===== config.mk =====
export PLATFORM = sky130hd
export DESIGN_NAME = jsv_key_param_ctrl
export DESIGN_NICKNAME = d
export VERILOG_FILES = /design/src/rtl/jsv_pkg.sv /design/src/rtl/jsv_sat_addsub.sv /design/src/rtl/jsv_key_param_ctrl.sv
export SDC_FILE = /design/constraint.sdc
export NUM_CORES = 1
export LEC_CHECK = 0
export CAP_MARGIN = 10
export CORE_UTILIZATION = 50
export DETAILED_ROUTE_END_ITERATION = 7
export HOLD_SLACK_MARGIN = 0.15
export PLACE_DENSITY = 0.79
export SKIP_CTS_REPAIR_TIMING = 1
export SLEW_MARGIN = 25
export SYNTH_ARGS = -nofsm -noshare
export SYNTH_HDL_FRONTEND = slang
export SYNTH_SLANG_ARGS = --single-unit

===== constraint.sdc =====
create_clock -name clk_clk -period 10.23 [get_ports clk_clk]
set_input_delay 2.046 -clock clk_clk [delete_from_list [all_inputs] [get_ports clk_clk]]
set_output_delay 2.046 -clock clk_clk [all_outputs]
set_load 0.02 [all_outputs]

===== src/rtl/jsv_pkg.sv =====
// Shared constants for the jsv keyboard-driven Julia-set parameter controller:
// HID usages, Q4.12 defaults, saturation limits and the key FSM state type.
package jsv_pkg;

    localparam logic [7:0] KEY_A     = 8'h04;
    localparam logic [7:0] KEY_D     = 8'h07;
    localparam logic [7:0] KEY_E     = 8'h08;
    localparam logic [7:0] KEY_Q     = 8'h14;
    localparam logic [7:0] KEY_R     = 8'h15;
    localparam logic [7:0] KEY_S     = 8'h16;
    localparam logic [7:0] KEY_W     = 8'h1A;
    localparam logic [7:0] KEY_RIGHT = 8'h4F;
    localparam logic [7:0] KEY_LEFT  = 8'h50;
    localparam logic [7:0] KEY_DOWN  = 8'h51;
    localparam logic [7:0] KEY_UP    = 8'h52;

    localparam logic signed [15:0] C_RE_DEF = 16'shF334;
    localparam logic signed [15:0] C_IM_DEF = 16'sh027F;
    localparam logic signed [15:0] C_LIM    = 16'sh2000;
    localparam logic signed [15:0] PAN_LIM  = 16'sh4000;

    typedef enum logic [1:0] {ST_IDLE, ST_PRESS, ST_HOLD} state_e;

    function automatic logic key_mapped(input logic [7:0] k);
        case (k)
            KEY_A, KEY_D, KEY_E, KEY_Q, KEY_R, KEY_S, KEY_W,
            KEY_RIGHT, KEY_LEFT, KEY_DOWN, KEY_UP: return 1'b1;
            default: return 1'b0;
        endcase
    endfunction

    // Restore is a one-shot action; holding it must not keep resetting the view.
    function automatic logic key_repeats(input logic [7:0] k);
        return key_mapped(k) && (k != KEY_R);
    endfunction

endpackage


===== src/rtl/jsv_sat_addsub.sv =====
// Signed add/subtract of an unsigned step magnitude, clamped symmetrically to +/-LIM.
module jsv_sat_addsub #(
    parameter int                    W   = 16,
    parameter logic signed [W-1:0]   LIM = 16'sh2000
) (
    input  logic signed [W-1:0] a_i,
    input  logic        [W-1:0] step_i,
    input  logic                sub_i,
    output logic signed [W-1:0] y_o
);

    logic signed [W+1:0] a_x, s_x, lim_x, sum;

    assign a_x   = {{2{a_i[W-1]}}, a_i};
    assign s_x   = {2'b00, step_i};
    assign lim_x = {{2{LIM[W-1]}}, LIM};

    always_comb begin
        sum = sub_i ? (a_x - s_x) : (a_x + s_x);
        if (sum > lim_x)
            y_o = LIM;
        else if (sum < -lim_x)
            y_o = -LIM;
        else
            y_o = sum[W-1:0];
    end

endmodule


===== src/rtl/jsv_key_param_ctrl.sv =====
// Turns HID keycodes into Julia-set view parameters with press/auto-repeat and
// publishes a frozen snapshot to the render engine through a valid/ack handshake.
module jsv_key_param_ctrl
    import jsv_pkg::*;
#(
    parameter int W             = 16,
    parameter int C_STEP        = 16,
    parameter int PAN_BASE      = 'h0400,
    parameter int ZOOM_MAX      = 10,
    parameter int REPEAT_FRAMES = 4
) (
    input  logic                clk_clk,
    input  logic                reset_reset_n,
    input  logic [7:0]          keycode,
    input  logic                frame_start,
    output logic signed [W-1:0] c_re,
    output logic signed [W-1:0] c_im,
    output logic signed [W-1:0] pan_x,
    output logic signed [W-1:0] pan_y,
    output logic [3:0]          zoom,
    output logic                param_valid,
    input  logic                param_ack,
    output logic                key_active
);

    localparam int              CNT_W      = $clog2(REPEAT_FRAMES + 1);
    localparam logic [CNT_W-1:0] CNT_LAST  = CNT_W'(REPEAT_FRAMES - 1);
    localparam logic [W-1:0]    C_STEP_W   = W'(C_STEP);
    localparam logic [W-1:0]    PAN_BASE_W = W'(PAN_BASE);
    localparam logic [3:0]      ZOOM_MAX_W = 4'(ZOOM_MAX);

    state_e           state_q;
    logic [7:0]       key_q, held_q;
    logic [CNT_W-1:0] cnt_q;
    logic             key_active_q, valid_q, step;

    logic signed [W-1:0] wc_re_q, wc_im_q, wpan_x_q, wpan_y_q;
    logic signed [W-1:0] pc_re_q, pc_im_q, ppan_x_q, ppan_y_q;
    logic [3:0]          wzoom_q, pzoom_q;
    logic signed [W-1:0] wc_re_d, wc_im_d, wpan_x_d, wpan_y_d;
    logic [W-1:0]        pan_shift, pan_step;

    // One step per PRESS, plus one every REPEAT_FRAMES frames while the same key is held.
    assign step = (state_q == ST_PRESS) ||
                  ((state_q == ST_HOLD) && (key_q == held_q) && frame_start &&
                   (cnt_q == CNT_LAST) && key_repeats(held_q));

    assign pan_shift = PAN_BASE_W >> wzoom_q;
    assign pan_step  = (pan_shift == '0) ? W'(1) : pan_shift;

    jsv_sat_addsub #(.W(W), .LIM(W'(C_LIM))) u_c_re (
        .a_i(wc_re_q), .step_i(C_STEP_W), .sub_i(held_q == KEY_LEFT), .y_o(wc_re_d));
    jsv_sat_addsub #(.W(W), .LIM(W'(C_LIM))) u_c_im (
        .a_i(wc_im_q), .step_i(C_STEP_W), .sub_i(held_q == KEY_DOWN), .y_o(wc_im_d));
    jsv_sat_addsub #(.W(W), .LIM(W'(PAN_LIM))) u_pan_x (
        .a_i(wpan_x_q), .step_i(pan_step), .sub_i(held_q == KEY_A), .y_o(wpan_x_d));
    jsv_sat_addsub #(.W(W), .LIM(W'(PAN_LIM))) u_pan_y (
        .a_i(wpan_y_q), .step_i(pan_step), .sub_i(held_q == KEY_S), .y_o(wpan_y_d));

    always_ff @(posedge clk_clk or negedge reset_reset_n) begin
        if (!reset_reset_n) begin
            key_q        <= '0;
            held_q       <= '0;
            cnt_q        <= '0;
            key_active_q <= 1'b0;
            state_q      <= ST_IDLE;
        end else begin
            key_q <= keycode;
            case (state_q)
                ST_IDLE: if (key_q != '0) begin
                    state_q      <= ST_PRESS;
                    held_q       <= key_q;
                    key_active_q <= key_mapped(key_q);
                end
                ST_PRESS: begin
                    cnt_q   <= '0;
                    state_q <= ST_HOLD;
                end
                ST_HOLD: begin
                    if (key_q == '0) begin
                        state_q      <= ST_IDLE;
                        key_active_q <= 1'b0;
                    end else if (key_q != held_q) begin
                        state_q      <= ST_PRESS;
                        held_q       <= key_q;
                        key_active_q <= key_mapped(key_q);
                    end else if (frame_start) begin
                        cnt_q <= (cnt_q == CNT_LAST) ? '0 : cnt_q + 1'b1;
                    end
                end
                default: state_q <= ST_IDLE;
            endcase
        end
    end

    always_ff @(posedge clk_clk or negedge reset_reset_n) begin
        if (!reset_reset_n) begin
            wc_re_q  <= W'(C_RE_DEF);
            wc_im_q  <= W'(C_IM_DEF);
            wpan_x_q <= '0;
            wpan_y_q <= '0;
            wzoom_q  <= '0;
        end else if (step) begin
            case (held_q)
                KEY_RIGHT, KEY_LEFT: wc_re_q  <= wc_re_d;
                KEY_UP,    KEY_DOWN: wc_im_q  <= wc_im_d;
                KEY_D,     KEY_A:    wpan_x_q <= wpan_x_d;
                KEY_W,     KEY_S:    wpan_y_q <= wpan_y_d;
                KEY_Q: if (wzoom_q < ZOOM_MAX_W) wzoom_q <= wzoom_q + 1'b1;
                KEY_E: if (wzoom_q != '0)        wzoom_q <= wzoom_q - 1'b1;
                KEY_R: begin
                    wc_re_q  <= W'(C_RE_DEF);
                    wc_im_q  <= W'(C_IM_DEF);
                    wpan_x_q <= '0;
                    wpan_y_q <= '0;
                    wzoom_q  <= '0;
                end
                default: ;
            endcase
        end
    end

    // Published snapshot stays frozen while valid; reset forces a reload of defaults.
    always_ff @(posedge clk_clk or negedge reset_reset_n) begin
        if (!reset_reset_n) begin
            pc_re_q  <= W'(C_RE_DEF);
            pc_im_q  <= W'(C_IM_DEF);
            ppan_x_q <= '0;
            ppan_y_q <= '0;
            pzoom_q  <= '0;
            valid_q  <= 1'b1;
        end else if (valid_q) begin
            if (param_ack) valid_q <= 1'b0;
        end else if ({wc_re_q, wc_im_q, wpan_x_q, wpan_y_q, wzoom_q} !=
                     {pc_re_q, pc_im_q, ppan_x_q, ppan_y_q, pzoom_q}) begin
            pc_re_q  <= wc_re_q;
            pc_im_q  <= wc_im_q;
            ppan_x_q <= wpan_x_q;
            ppan_y_q <= wpan_y_q;
            pzoom_q  <= wzoom_q;
            valid_q  <= 1'b1;
        end
    end

    assign c_re        = pc_re_q;
    assign c_im        = pc_im_q;
    assign pan_x       = ppan_x_q;
    assign pan_y       = ppan_y_q;
    assign zoom        = pzoom_q;
    assign param_valid = valid_q;
    assign key_active  = key_active_q;

endmodule


# After elaboration in Yosys (flattened, before gate mapping)
# Cells that the tools add are included.
# classes
add_sub_neg,11
n_lt_le_gt_ge,9
reduce_logical,34
n_bitwise,1
n_shift,1
n_eq_ne,37
mux,42
# ops
operator,n
16-bit two-way mux,9
16-bit case mux with 2 select lines,4
18-bit two-way mux,4
68-bit != test,1
"8-bit by 5-bit equality test with 1-bit output, second input constant",8
"8-bit by 7-bit equality test with 1-bit output, second input constant",8
16-bit by 17-bit adder with 18-bit output,2
"18-bit by 15-bit greater-than comparator with 1-bit output, second input constant",2
"18-bit by 16-bit greater-than comparator with 1-bit output, second input constant",2
"18-bit by 14-bit < comparator with 1-bit output, second input constant",2
"18-bit by 15-bit < comparator with 1-bit output, second input constant",2
16-bit by 17-bit subtractor with 18-bit output,2
"16-bit by 6-bit adder with 17-bit output, second input constant",2
"16-bit by 6-bit subtractor with 17-bit output, second input constant",2
"8-bit by 3-bit equality test with 1-bit output, second input constant",4
8-bit two-way mux,3
11-bit OR reduction,2
"8-bit by 4-bit equality test with 1-bit output, second input constant",2
16-bit logical NOT,1
8-bit case mux with 2 select lines,1
"11-bit by 4-bit >> shifter with 16-bit output, first input constant",1
3-bit two-way mux,4
"2-bit != test, second input constant",6
4-bit case mux with 3 select lines,1
other kinds (31),60
# totals
word_cells,151
out_inout_bits,70
inputBits,12
reg_bits,159

# Depth between registers and ports, before layout
# Gate-level depths: netlist of the first run.
# depth
depth_word,9
mapped_depth,23
depth_no_buf,20

# By module
# Synthesis of the first run repeated with hierarchy kept, for this count alone.
# hier_totals
hier_cells,1513
hier_area_um2,13666.9
# by_module_without_submodules
mod,n_inst,area_each_um2,seq_area_each_um2,cells_per_inst
jsv_key_param_ctrl,1,7537.2,4022.6,635
jsv_sat_addsub at u_c_im ...,2,1554.0,0.0,222
jsv_sat_addsub at u_pan_x,1,1536.5,0.0,222
jsv_sat_addsub at u_pan_y,1,1485.2,0.0,212

# Least setup slack after synthesis of the first run
# Ideal clock, no wire load.
# synth_timing
kind,flip-flop to flip-flop
from,register held_q[6]
to,register wpan_x_q[1]
arrival_time_ns,4.248
setup_slack_ns,5.857
stages_incl_launch_ff,20
n_path_buf,3
synth_period_minus_slack_ns,4.373
t_required_ns,10.105
setup_ns,0.125
cell_sequence,dfrtp_1 > buf_2 > or3_4 > or4_1 > buf_2 > inv_2 > nor2_1 > nor2_1 > a21oi_1 > ha_1 > a21o_1 > a31oi_1 > a211oi_1 > or3_1 > and3_1 > nor4bb_1 > a41o_1 > a32oi_2 > buf_6 > o22ai_1
# synth_between
elab_chain_cells,7
word_cells_on_any_way,30
cone_classes,order compare (2); eq/ne (13); mux (5); reduce/logical (10)
# synth_lines
element,line_no,text
"start, declared",jsv_key_param_ctrl.sv:33,"logic [7:0] key_q, held_q;"
"start signal, assigned",jsv_key_param_ctrl.sv:72,held_q <= key_q;
"start signal, assigned",jsv_key_param_ctrl.sv:85,held_q <= key_q;
branches (longest 7 deep; another with 18-bit by 15-bit < comparator with 1-bit output),-,
"end signal, assigned",jsv_key_param_ctrl.sv:107,"KEY_D, KEY_A: wpan_x_q <= wpan_x_d;"
"end, declared",jsv_key_param_ctrl.sv:37,"logic signed [W-1:0] wc_re_q, wc_im_q, wpan_x_q, wpan_y_q;"
# Several ways; the timed one is not identified.
# A chain may end at the register's enable or synchronous reset.

# Final worst setup path of the first run
# Ends and elaborated chain as after synthesis.

==> flow_summary.json, run 1 <==
{
  "first_global_vias": 8427,
  "initial_core_util_pct": 51.7,
  "worst-setup-path-type": "register to register",
  "met3_usage_pct": 3.87,
  "synth_enable_flop_cells": 0,
  "fin_nets": 1228,
  "worstHoldPathType": "register to register",
  "synth_warnings": 0,
  "dpl.hpwl_mm": 19.7,
  "relSlewSlack_pct": 37.0,
  "cts_tree": "built",
  "syn_area_um2": 10200,
  "portBuffers": 78,
  "reg2reg_depth": 15,
  "cts_buffers": 17,
  "ys_seq_elements": 147,
  "viasPerCell": 6.02,
  "rr_startpoint": "held_q[6]$_DFFE_PN0P_",
  "crit_slowest_cell": "or4_1",
  "finClkSkew_ns": 0.00990,
  "yosysTopAreaCellShare_pct": 28.9,
  "hold_depth": 1,
  "num_rows": 51,
  "postSynthCellCount": 1087,
  "clkSinkCount": 147,
  "grt_pass1_wl_mm": 43.4,
  "leakage_nw": 5.35,
  "cellPowerDensity_nw_per_um2": 251,
  "gp_congestion": 0.932,
  "synthTopCellsByArea": "dfrtp_1 29%, dfstp_2 7.5%, ha_1 7.3%",
  "drtIter0Drc": 600,
  "path_cells": "or3_4, or4_1, inv_2, nor2_1, nor2_1, a21oi_1, ha_1, o2111ai_1, a211oi_1, o21ai_0, and2_1, o311ai_0, a31oi_1, a32oi_2, o22ai_1",
  "tightest_slew_ns": 0.942,
  "area_growth_pct": 15.2,
  "overflow": 0,
  "worstPathRequired_ns": 10.50,
  "num_vias": 8599,
  "cts-root-buf": "clkbuf_16",
  "global_route.usage.met1_pct": 34.7,
  "cts_htree_levels": 4,
  "grt_use_total_pct": 25.9,
  "fmax_ghz": 0.183,
  "core_um2": 19800,
  "cp.arrival_ns": 5.75,
  "die_h_um": 145,
  "crit_fanout": 14,
  "met2_usage_pct": 43.3,
  "grt_max_degree": 90,
  "wl_mm": 26.4,
  "wire_per_inst_um": 18.5,
  "status": "complete, no violations",
  "setup_viol": 0,
  "hold_ws_ns": 0.495,
  "end_kind": "register",
  "fin_crit_sh_pct": 53.6,
  "hold_viol": 0,
  "utilization_pct": 59.6,
  "instances_no_fill": 1429,
  "hold_end": "cnt_q[2]$_DFFE_PN0P_",
  "clk_pin_slew_ns": 0.06,
  "placed_cell_area_um2": 11200,
  "die_w_um": 145,
  "io_pins": 82,
  "gr-max-usage-layer": "met2",
  "finalSetupTns_ns": 0,
  "clkLatencyLatePin_ns": 0.43,
  "period_needed_ns": 5.48,
  "drive_gt1_share_pct": 12.9,
  "dr.pass1.iters": 5,
  "maxCapViolations": 0,
  "cts_buffer_depth": 2,
  "synth_area_per_cell_um2": 9.41,
  "synth_top_cell_by_area": "dfrtp_1",
  "fin_ws_ns": 4.75,
  "final_max_slew_viol_count": 0,
  "ir_drop_mv": 0.181,
  "postRouteAntennaNets": 0,
  "route.detailed.drc": 0,
  "cp-start-kind": "register",
  "antenna_cells": 0,
  "stdcell_area_um2": 11800,
  "synth_seq_area_share_pct": 36.3,
  "rrSetupSlack_ns": 4.75,
  "rr_endpoint": "wpan_x_q[1]$_DFFE_PN0P_",
  "pre_cts_ws_ns": 4.87,
  "cpMostUsedCell": "nor2_1",
  "antenna_found_initial": 0,
  "synth_flop_cell": "dfrtp_1",
  "slowest_delay_ns": 0.80,
  "finalPower_mw": 2.96,
  "die-area_um2": 21000,
  "synth_cell_types": 80,
  "rsz0062_at_grt": "false",
  "synthArstFlopShare_pct": 100,
  "hp-start": "cnt_q[2]$_DFFE_PN0P_",
  "placed_cells": 1397
}
report_power, final:
group	total, mW	internal (mW)	switching [mW]
Combinational	1.43	0.629	0.806
Sequential	0.908	0.727	0.180
Clock	0.619	0.360	0.259
critical path: cells and delay by family (launching register included):
family	cells	cell delay, ns
flops	1	0.47
compound gates	8	2.45
buf+inv	1	0.26
fa+ha+maj	1	0.42
simple gates	5	1.72
cells in the mapped netlist, drive strengths merged (7+ instances only):
cell type and n:
or3 10, nand4 19, o21bai 8, a21o 19, xnor2 71, nor2b 17, o22ai 7, o21ai 93
inv 40, dfrtp 118, a21oi 54, a211oi 8, dfstp 29, a31oi 9, o21a 8, ha 60
nor3 23, nand3 20, nand3b 7, mux2 65, mux2i 9, clkbuf 26, nand2 111, and3 8
buf 14, nand2b 14, o31ai 14, nor4 17, nor2 46, xor2 50, and2 9
per-layer routing:
layer / routed length (um) / vias to the layer above
met4: 549 / 0
met5: 0 / -
met1: 11700 / 4202
met2: 12800 / 283
li1: - / 4074
met3: 1420 / 40
kinds of logic after synthesis:
family	Yosys count	share of synthesized area, %
AND/OR/NAND/NOR	323	16.1
flip-flops	147	36.3
other	1	0.0367
adder cells (fa/ha/maj)	65	8.32
multiplexers	74	8.04
buffers and inverters	81	3.36
XOR/XNOR	121	10.5
AO/OA/AOI/OAI	275	17.3
worst max path at each step:
stage	from	end	slack, ns	cells past startpoint
after floorplan	held_q[6]$_DFFE_PN0P_	wpan_x_q[1]$_DFFE_PN0P_	5.86	19
after global placement	held_q[6]$_DFFE_PN0P_	wpan_x_q[1]$_DFFE_PN0P_	5.10	15
after detailed placement	held_q[6]$_DFFE_PN0P_	wpan_x_q[1]$_DFFE_PN0P_	4.87	15
after CTS	held_q[6]$_DFFE_PN0P_	wpan_x_q[1]$_DFFE_PN0P_	4.84	15
after global routing	held_q[6]$_DFFE_PN0P_	wpan_x_q[1]$_DFFE_PN0P_	4.23	15
final	held_q[6]$_DFFE_PN0P_	wpan_x_q[1]$_DFFE_PN0P_	4.75	15
cell usage in the layout, fill, tap and decap left out, types with 9 or more instances in the layout:
cell type and instances:
nor3_1 23, mux2i_1 9, nand2b_1 14, nor2_1 43, clkbuf_16 17, or3_1 9
o21ai_1 29, xor2_1 50, nor4_1 17, a21o_1 19, nor2b_1 17, o31ai_1 14
a21oi_1 54, xnor2_1 70, dfstp_2 29, nand4_1 18, dfrtp_1 118, ha_1 60
nand3_1 20, nand2_1 111, mux2_2 65, clkdlybuf4s50_1 77, o21ai_0 64, inv_1 38
final cells by class:
cell class	count	area (um2)
tap	265	332
clock inverter	12	133
fill	1652	8000
multi-input combinational	861	6200
sequential	147	3710
inverter	41	155
timing repair buffer	83	820
clock buffer	20	437
sequential cells by signal, indices dropped and copies added (netlist names):
signal,count
pan_x,16
c_re,13
held_q,8
zoom,4
pan_y,16
c_im,13
wc_re_q,13
param_valid,1
wpan_y_q,16
key_active,1
cnt_q,3
wzoom_q,4
key_q,8
state_q,2
wc_im_q,13
wpan_x_q,16
Power figures use the tool's default switching activity.
==> run 2: changes to the inputs <==
- clock period: 10.23 -> 5.6 ns (I/O delays scaled with it)
==> run 2 against run 1 <==
Net effect:
- sequential power rose by 82%
- non-clock buffer count rose by 5
- combinational power rose by 84%
- total power rose by 85%
- setup slack got worse by 4.1 ns
- clock-buffer cell count rose by 5
- highest routed layer unchanged
- critical path depth did not move
- routed wire length fell by 2.2%
- largest power group unchanged
- design area rose by 0.63%
==> flow_summary.json, run 2 (synthesis results as in run 1) <==
{
  "status": "complete, no violations",
  "layout_common_cells": "118 x dfrtp_1, 111 x nand2_1, 77 x clkdlybuf4s50_1, 70 x xnor2_1, 65 x mux2_2",
  "overflow": 0,
  "antenna_cells": 0,
  "drtIter0Drc": 580,
  "die_h_um": 145,
  "hold_viol": 0,
  "leakage_nw": 5.39,
  "reg2reg_depth": 15,
  "tightest_slew_ns": 1.07,
  "nFillCells": 1635,
  "crit_fanout": 14,
  "die_w_um": 145,
  "cts_htree_levels": 4,
  "final_max_slew_viol_count": 0,
  "dr.pass1.iters": 7,
  "die-area_um2": 21000,
  "layout_commonest_cell": "dfrtp_1",
  "fin_nets": 1233,
  "first_global_vias": 8109,
  "cpMostUsedCell": "nor2_1",
  "worst-setup-path-type": "register to register",
  "fin_crit_sh_pct": 88.5,
  "hold_end": "wc_re_q[14]$_DFFE_PN1P_",
  "finalPower_mw": 5.47,
  "worstHoldPathType": "register to register",
  "drive_gt1_share_pct": 12.9,
  "clkSinkCount": 147,
  "critPathTopFamily": "compound AO/OA/AOI/OAI gates",
  "slowest_delay_ns": 0.62,
  "fmax_ghz": 0.202,
  "portBuffers": 78,
  "maxCapViolations": 0,
  "core_um2": 19800,
  "cp.arrival_ns": 5.22,
  "finClkSkew_ns": 0.0113,
  "grt_pass1_wl_mm": 41.6,
  "hold_depth": 2,
  "num_rows": 51,
  "initial_core_util_pct": 51.7,
  "period_needed_ns": 4.96,
  "cts_buffer_depth": 2,
  "grt_max_degree": 112,
  "cts_tree": "built",
  "cp_num_buf_inv": 1,
  "viasPerCell": 5.93,
  "hold_ws_ns": 0.488,
  "instances_no_fill": 1434,
  "wl_mm": 25.8,
  "rsz0062_at_grt": "false",
  "crit_slowest_cell": "a32oi_2",
  "finalSetupTns_ns": 0,
  "stdcell_area_um2": 11900,
  "clkLatencyLatePin_ns": 0.43,
  "cts-root-buf": "clkbuf_16",
  "relSlewSlack_pct": 28.6,
  "wire_per_inst_um": 18.0,
  "placed_cells": 1402,
  "ir_drop_mv": 0.272,
  "setup_viol": 0,
  "rr_startpoint": "held_q[6]$_DFFE_PN0P_",
  "clk_pin_slew_ns": 0.06,
  "rr_endpoint": "wpan_x_q[0]$_DFFE_PN0P_",
  "dpl.hpwl_mm": 19.7,
  "io_pins": 82,
  "rrSetupSlack_ns": 0.64,
  "antenna_found_initial": 1,
  "hp-start": "wc_re_q[14]$_DFFE_PN1P_",
  "cellPowerDensity_nw_per_um2": 461,
  "end_kind": "register",
  "grt_use_total_pct": 24.9,
  "postRouteAntennaNets": 0,
  "worstPathRequired_ns": 5.87,
  "area_growth_pct": 16.0,
  "cts_buffers": 17,
  "path_cells": "or3_4, or4_1, inv_2, nor2_1, nor2_1, a21oi_1, ha_1, o2111ai_1, a211oi_1, o21ai_0, and2_1, o311ai_0, a31oi_1, a32oi_2, o22ai_1",
  "route.detailed.drc": 0,
  "cp-start-kind": "register",
  "gp_congestion": 0.949,
  "num_vias": 8504,
  "placed_cell_area_um2": 11200
}
run 2: cell count changes in the layout (fill, tap and decap cells not counted), moves of 2 or more:
cell | before | now
clkinv_2 | 4 | 1
buf_4 | 5 | 10
clkbuf_1 | 3 | 5
clkbuf_8 | 0 | 4
nor2_1 | 43 | 45
clkinv_4 | 2 | 0
nor2_2 | 3 | 1
run 2: worst register-to-register path, stage by stage, from the launching register on:
cell	delay, ns
dfrtp_1	0.46
or3_4	0.42
or4_1	0.55
inv_2	0.18
nor2_1	0.11
nor2_1	0.15
a21oi_1	0.09
ha_1	0.40
o2111ai_1	0.22
a211oi_1	0.45
o21ai_0	0.21
and2_1	0.23
o311ai_0	0.39
a31oi_1	0.13
a32oi_2	0.62
o22ai_1	0.20
run 2: worst max path at each step:
| stage | cells after the start | from | endpoint |
|---|---|---|---|
| after floorplan | 19 | held_q[6]$_DFFE_PN0P_ | wpan_x_q[1]$_DFFE_PN0P_ |
| after global placement | 15 | held_q[6]$_DFFE_PN0P_ | wpan_x_q[1]$_DFFE_PN0P_ |
| after detailed placement | 15 | held_q[6]$_DFFE_PN0P_ | wpan_x_q[0]$_DFFE_PN0P_ |
| after CTS | 15 | held_q[6]$_DFFE_PN0P_ | wpan_x_q[0]$_DFFE_PN0P_ |
| after global routing | 19 | wzoom_q[1]$_DFFE_PN0P_ | wpan_x_q[0]$_DFFE_PN0P_ |
| final | 15 | held_q[6]$_DFFE_PN0P_ | wpan_x_q[0]$_DFFE_PN0P_ |
run 2: stage by stage:
step	setup slack, ns	utilization (%)
2_1_floorplan	1.23	-
3_3_place_gp	0.802	56.9
3_5_place_dp	0.705	56.9
4_1_cts	0.692	59.9
5_1_grt	0.181	60.0
6_report	0.645	60.0
run 2: routing by layer:
layer | wire (um) | share of wire (%) | track usage, %
met1 | 11300 | 44 | 32.5
met2 | 12400 | 48 | 41.7
met3 | 1580 | 6.1 | 4.37
met4 | 554 | 2.1 | 8.30
met5 | 0 | 0 | 0
run 2: power by group:
group	internal [mW]	switching (mW)	total, mW	leakage [nW]
Clock	0.740	0.449	1.19	0.289
Combinational	1.16	1.47	2.63	3.23
Sequential	1.33	0.325	1.65	1.87
Total	3.23	2.24	5.47	5.39
run 2: cell type report:
cell class / instances / area (um2) / area share (%)
Inverter: 41 / 155 / 1.31
Clock inverter: 7 / 123 / 1.03
Clock buffer: 25 / 485 / 4.09
Multi-Input combinational cell: 861 / 6190 / 52.2
Sequential cell: 147 / 3710 / 31.3
Timing Repair Buffer: 88 / 860 / 7.25
Tap cell: 265 / 332 / 2.80
